--- src/rtl/rr_mux4.sv ---
// Four-channel round-robin stream multiplexer with packet lock.
// Merges four valid/ready channels into one registered output stream. Each output
// beat carries the number of the channel it came from. A granted channel keeps the
// grant until it sends its last beat.
module rr_mux4 #(
  parameter int unsigned WIDTH = 8
) (
  input  logic               clk,
  input  logic               rst,
  input  logic [3:0]         in_valid,
  input  logic [4*WIDTH-1:0] in_data,
  input  logic [3:0]         in_last,
  output logic [3:0]         in_ready,
  output logic               out_valid,
  output logic [WIDTH-1:0]   out_data,
  output logic [1:0]         out_sel,
  output logic               out_last,
  input  logic               out_ready
);

  typedef enum logic [0:0] {StArb, StLocked} state_e;

  state_e           state_q, state_d;
  logic [1:0]       rr_ptr_q, rr_ptr_d;
  logic [1:0]       lock_ch_q, lock_ch_d;
  logic             out_valid_q, out_valid_d;
  logic [WIDTH-1:0] out_data_q, out_data_d;
  logic [1:0]       out_sel_q, out_sel_d;
  logic             out_last_q, out_last_d;

  logic             can_load;
  logic [1:0]       grant;
  logic             grant_found;
  logic [1:0]       sel_ch;
  logic             sel_active;
  logic             take;
  logic [WIDTH-1:0] sel_data;

  // The output register can take a new beat when empty or when it is being drained.
  assign can_load = !out_valid_q || out_ready;

  // Rotating-priority search from rr_ptr; the descending walk lets the lowest offset win.
  always_comb begin
    grant       = rr_ptr_q;
    grant_found = 1'b0;
    for (int k = 3; k >= 0; k--) begin
      if (in_valid[rr_ptr_q + 2'(k)]) begin
        grant       = rr_ptr_q + 2'(k);
        grant_found = 1'b1;
      end
    end
  end

  // Pick the channel that owns the input side this cycle.
  // While locked, the owner gets ready even when it is not valid, so it can resume at once.
  always_comb begin
    sel_ch     = grant;
    sel_active = grant_found;
    unique case (state_q)
      StArb: begin
        sel_ch     = grant;
        sel_active = grant_found;
      end
      StLocked: begin
        sel_ch     = lock_ch_q;
        sel_active = 1'b1;
      end
      default: ;
    endcase
  end

  // Ready goes only to the selected channel and is held low while in reset.
  always_comb begin
    in_ready = 4'b0000;
    if (!rst && sel_active) begin
      in_ready[sel_ch] = can_load;
    end
  end

  assign take = in_valid[sel_ch] && in_ready[sel_ch];

  // Data mux for the selected channel.
  always_comb begin
    sel_data = '0;
    for (int i = 0; i < 4; i++) begin
      if (sel_ch == 2'(i)) begin
        sel_data = in_data[i*WIDTH +: WIDTH];
      end
    end
  end

  // Next-state for arbitration state, pointer, lock and output register.
  always_comb begin
    state_d     = state_q;
    rr_ptr_d    = rr_ptr_q;
    lock_ch_d   = lock_ch_q;
    out_valid_d = out_valid_q;
    out_data_d  = out_data_q;
    out_sel_d   = out_sel_q;
    out_last_d  = out_last_q;

    if (take) begin
      out_valid_d = 1'b1;
      out_data_d  = sel_data;
      out_sel_d   = sel_ch;
      out_last_d  = in_last[sel_ch];
      unique case (state_q)
        StArb: begin
          rr_ptr_d = grant + 2'd1;
          if (!in_last[grant]) begin
            state_d   = StLocked;
            lock_ch_d = grant;
          end
        end
        StLocked: begin
          // Pointer is frozen while locked; it already moved past this channel at grant.
          if (in_last[lock_ch_q]) begin
            state_d = StArb;
          end
        end
        default: ;
      endcase
    end else if (out_valid_q && out_ready) begin
      out_valid_d = 1'b0;
    end
  end

  // State and output registers with synchronous reset.
  always_ff @(posedge clk) begin
    if (rst) begin
      state_q     <= StArb;
      rr_ptr_q    <= 2'd0;
      lock_ch_q   <= 2'd0;
      out_valid_q <= 1'b0;
      out_data_q  <= '0;
      out_sel_q   <= 2'd0;
      out_last_q  <= 1'b0;
    end else begin
      state_q     <= state_d;
      rr_ptr_q    <= rr_ptr_d;
      lock_ch_q   <= lock_ch_d;
      out_valid_q <= out_valid_d;
      out_data_q  <= out_data_d;
      out_sel_q   <= out_sel_d;
      out_last_q  <= out_last_d;
    end
  end

  assign out_valid = out_valid_q;
  assign out_data  = out_data_q;
  assign out_sel   = out_sel_q;
  assign out_last  = out_last_q;

  // At most one channel is ever offered ready.
  a_ready_onehot0: assert property (@(posedge clk) $onehot0(in_ready));

  // While locked, no channel other than the owner sees ready.
  a_lock_exclusive: assert property (@(posedge clk) disable iff (rst)
    (state_q == StLocked) |-> ((in_ready & ~(4'b0001 << lock_ch_q)) == 4'b0000));

  // A stalled output beat stays put until it is taken.
  a_out_stable: assert property (@(posedge clk) disable iff (rst)
    (out_valid && !out_ready) |=>
      (out_valid && $stable(out_data) && $stable(out_sel) && $stable(out_last)));

endmodule

--- config.mk ---
export PLATFORM = sky130hd
export DESIGN_NAME = rr_mux4
export DESIGN_NICKNAME = d
export VERILOG_FILES = /design/src/rtl/rr_mux4.sv
export SDC_FILE = /design/constraint.sdc
export NUM_CORES = 1
export LEC_CHECK = 0
export CAP_MARGIN = 40
export CELL_PAD_IN_SITES_DETAIL_PLACEMENT = 0
export CELL_PAD_IN_SITES_GLOBAL_PLACEMENT = 1
export CORE_MARGIN = 1.5
export CORE_UTILIZATION = 30
export CTS_CLUSTER_DIAMETER = 200
export CTS_CLUSTER_SIZE = 14
export DETAILED_ROUTE_END_ITERATION = 8
export HOLD_SLACK_MARGIN = 0.03
export PLACE_DENSITY_LB_ADDON = 0.1
export SYNTH_ARGS = -nofsm -noshare
export SYNTH_HDL_FRONTEND = slang
export SYNTH_SLANG_ARGS = --single-unit
--- constraint.sdc ---
create_clock -name clk -period 3.3 [get_ports clk]
set_clock_uncertainty 0.1 [all_clocks]
set_input_delay 0.66 -clock clk [delete_from_list [all_inputs] [get_ports clk]]
set_output_delay 0.66 -clock clk [all_outputs]
set_load 0.005 [all_outputs]
Word-level counts from Yosys, hierarchy flattened
Cells that the tools add are included.
- register bits: 17
- input port bits: 43
- output and inout bits: 16
- mux-type cells: 40
- $lt $le $gt $ge: 8
- equal/unequal tests: 3
- add/subtract/negate cells: 4
- reduce and logical (&&, ||, !) cells: 11
- bitwise operators: 3
- operators with widths (cell ; number):
    8-bit two-way mux ; 4
    2-bit by 3-bit less-than comparator with 1-bit output, second input constant ; 7
    1-bit binary-select mux with 2-bit select ; 9
    1-bit two-way mux ; 18
    2-bit two-way mux ; 4
    2-bit by 1-bit adder with 2-bit output, second input constant ; 2
    2-bit adder, second input constant ; 2
    4-bit bitwise AND ; 1
    2-bit equality test, second input constant ; 2
    1-bit logical AND ; 4
    4-bit two-way mux ; 1
    1-bit one-hot mux with 2 select lines ; 2
    2-bit one-hot mux with 2 select lines ; 1
    3-bit AND reduction ; 1
    1-bit demux with 2-bit select ; 1
    2-bit by 1-bit equality test with 1-bit output, second input constant ; 1
    2-bit by 1-bit >= comparator with 1-bit output, second input constant ; 1
    1-bit zero test ; 2
    2-bit zero test ; 1
    1-bit inverter ; 2
    2-bit AND reduction ; 1
    2-bit nonzero test ; 1
    1-bit logical OR ; 1

Depth between registers and ports, before layout
- depth after elaboration: 18
- mapped depth: 9
- depth with buffers taken out: 6

Least setup slack after synthesis
OpenSTA, ideal clock, no wires.
- path type: input to output
- start point: in in_valid[3]
- end point: out in_ready[1]
- stages: 7
- slack: 0.396 ns
- data arrival time: 2.144 ns
- required time: 2.540 ns
- buffers on the path: 2
- cell sequence: buf_2 > nor2b_1 > o21a_1 > o41a_1 > clkbuf_1 > or2_2 > nor2_1
- word-level cells in the longest chain between the ends: 13
- elaborated cells on any way between the ends: 26
- those cells by class: order compare (2); mux (21); bitwise (1); reduce/logical (2)
- ends and longest elaborated chain (what ; RTL line ; text):
    start: declaration ; 10 ; input logic [3:0] in_valid,
    1-bit binary-select mux with 2-bit select ; 47 ; if (in_valid[rr_ptr_q + 2'(k)]) begin
    1-bit two-way mux (implied by the code) ; 47 ;
    2-bit two-way mux (4 in series) ; 47 ;
    2-bit one-hot mux with 2 select lines ; 59 ; unique case (state_q)
    2-bit by 3-bit less-than comparator with 1-bit output (implied by the code) or 2-bit by 1-bit >= comparator with 1-bit output (tied branches) ; 76 ; in_ready[sel_ch] = can_load;
    1-bit logical AND (implied by the code) ; 76 ;
    1-bit two-way mux (implied by the code) ; 76 ;
    1-bit demux with 2-bit select ; 76 ;
    4-bit bitwise AND (no line) ; n/a ;
    4-bit two-way mux (*) ; 75 ; if (!rst && sel_active) begin
    end: declaration ; 13 ; output logic [3:0] in_ready,
Every way passes the cells marked *; elsewhere a longest branch is shown, timed or not. The select of a mux whose other input is x is not followed.

Final worst setup path
- start point: in in_valid[2]
- end point: out in_ready[2]
The elaborated chain is that of the path after synthesis.

==> impl_metrics.tcl <==
set metrics [dict create \
    cp_data_arrival_time_ns 2.45 \
    drt-wirelength-per-cell_um 15.7 \
    first_pass_iters 4 \
    ys_seq_area_frac 0.244 \
    die_y_um 71.3 \
    combinationalPowerShare 0.649 \
    finalMaxSlewViolations 0 \
    relSlewSlack 0.628 \
    hold_viol_final 0 \
    sequentialPowerShare 0.247 \
    area_growth_pct 57.4 \
    ys_warn_count 0 \
    internal_power_w 0.000871 \
    power_density_mw_per_mm2 669 \
    outcome "finished clean" \
    cts_sinks 17 \
    dieArea_mm2 0.00508 \
    num_antenna_cells 0 \
    crit_path_max_fanout 2 \
    via_per_inst 5.36 \
    ys_async_sr_fraction 0 \
    grt_pass1_wl_mm 7.47 \
    vias 1553 \
    cts_tree "yes" \
    synth_flop_cell "dfxtp_1" \
    leakage_nw 0.838 \
    routed_wl_mm 4.56 \
    clkPwrFrac 0.104 \
    grt_max_degree 20 \
    yosysTopAreaCell "dfxtp_1" \
    io_buffers 58 \
    max_freq_mhz 311 \
    cts-htree-levels 1 \
    dp.cells 284 \
    start_util 0.317 \
    setup_viol_count_final 0 \
    synth_area_leaders "dfxtp_1, mux2_2, o311ai_0, o221ai_1, o211ai_1" \
    coreArea_mm2 0.00441 \
    wl_met1_mm 2.10 \
    whs_ns 0.370 \
    ios 59 \
    synth_top_cell_area_share 0.244 \
    fin_crit_sh 0.974 \
    reg2regPathDepth 9 \
    top_layer_used "met4" \
    netlist_area_mm2 0.00140 \
    clk_pin_slew_ns 0.06 \
    synth_edf_count 0 \
    timing.final.crit_period_ns 3.21 \
    synth_cells 167 \
    peakVddDrop_mv 0.365 \
    critPathCaptureType "primary output" \
    instances_no_fill 290 \
    hpwl_mm 3.70 \
    worst-setup-path-type "primary input to primary output" \
    grt_usage 0.182 \
    nNetsFinal 282 \
    startpoint_type "primary input" \
    clockBufferDepth 2 \
    hold_class "flop to flop" \
    switching_share 0.409 \
    dr_wl_met2_mm 2.30 \
    rows 24 \
    root_buffer "clkbuf_8" \
    required_ns 2.54 \
    drc 0 \
    postCtsHoldBufs 0 \
    routabilityCongestion 0.844 \
    ys_seq_elements 17 \
    dr_wl_met3_um 136 \
    fp.dieW_um 71.3 \
    hold_depth 2 \
    grt_overflow 0 \
    final_common_cell "clkdlybuf4s50_1" \
    grt_pass1_vias 1546 \
    p_switching_w 0.000601 \
    grt_antenna_before_repair 0 \
    syn_avg_cell_area_um2 8.37 \
    rsz0062_at_grt "true" \
    detail-route-antenna-nets 0 \
    maxCapViolCount 0 \
    synth_nets 210 \
    postLayoutCoreUtil 0.498 \
    final_cell_mix "clkdlybuf4s50_1, buf_4, dfxtp_1, inv_1, a21oi_1" \
    yosysUniqueCellTypes 44 \
    tightestPinTransition_ns 0.557 \
    cts_made_buffers 3 \
    drt_iter0_drc 68 \
    drive_gt1_frac 0.210 \
    clk_latency_ns 0.25 \
]
## state kept, by name, indices dropped and copies added (netlist names)
register   flops
out_data       8
out_valid      1
state_q        1
out_last       1
lock_ch_q      2
rr_ptr_q       2
out_sel        2
## worst paths after layout
path / start / to / slack, ns
worst max-delay path: in_valid[2] / in_ready[2] / 0.09
worst min-delay path: out_data[2] / out_data[2] / 0.37
worst min register to register: out_data[2] / out_data[2] / 0.37
worst max register to register: rr_ptr_q[0] / out_data[1] / 0.66
## kinds of logic after synthesis
family | synth area share
XOR/XNOR | 0.00627
buffers and inverters | 0.0886
flip-flops | 0.244
AND/OR/NAND/NOR | 0.163
AO/OA/AOI/OAI | 0.371
adder cells (fa/ha/maj) | 0.00716
multiplexers | 0.121
## synth_stat cells (2+ instances only)
cell,instances
a211oi_1,3
a21oi_1,10
buf_2,6
clkbuf_1,9
dfxtp_1,17
inv_1,13
mux2_2,9
mux2i_1,3
nand2_1,5
nand2b_1,8
nand3_1,8
nor2_1,9
nor2b_1,3
nor3_1,3
o211ai_1,9
o21a_1,2
o21ai_0,4
o221ai_1,8
o311ai_0,9
o31a_1,3
o31ai_1,2
or2_2,2
## critical path, stage by stage
cell             delay, ns
clkdlybuf4s50_1       0.43
nor2b_1               0.16
o21a_1                0.21
o41a_1                0.41
buf_4                 0.14
o211ai_1              0.10
nor2_1                0.08
dlygate4sd2_1         0.26
## per-stage QoR
stage / setup TNS (ns) / worst slack [ns] / total power [W] / cell area, um^2
floorplan: 0 / 0.396 / 0.000928 / 1400
CTS: 0 / 0.0170 / 0.00148 / 2200
detailed placement: -0.831 / -0.236 / 0.00132 / 2140
finish: 0 / 0.0857 / 0.00147 / 2200
global route: -0.0576 / -0.0330 / 0.00159 / 2200
global placement: -0.614 / -0.200 / 0.00130 / 2140
## repair_timing
item | in CTS | in global routing
endpoints found under the setup margin | 4 | 4
endpoints found under the hold margin | 0 | 0
resized for setup | 6 | 4
gates cloned | 0 | 0
buffers inserted | 1 | 1
pin swaps | 3 | 2
## layer usage
metal  vias to the layer above  global-route usage
li1                        781                   -
met1                       740               0.252
met2                        30               0.302
met3                         2              0.0127
met4                         0              0.0566
met5                         -                   0
## cell type report
type,count,area [um^2]
fill,437,2210
sequential,17,340
multi-input combinational,121,945
tap,52,65.1
clock buffer,4,45.0
inverter,13,48.8
timing repair buffer,83,756
## power groups by stage
stage               registers (W)  clock network [W]  logic, W
global placement         0.000358                  0  0.000945
floorplan                0.000333                  0  0.000595
global route             0.000374           0.000170   0.00105
detailed placement       0.000361                  0  0.000961
CTS                      0.000362           0.000161  0.000957
finish                   0.000363           0.000153  0.000956
(Power assumes the default switching activity.)
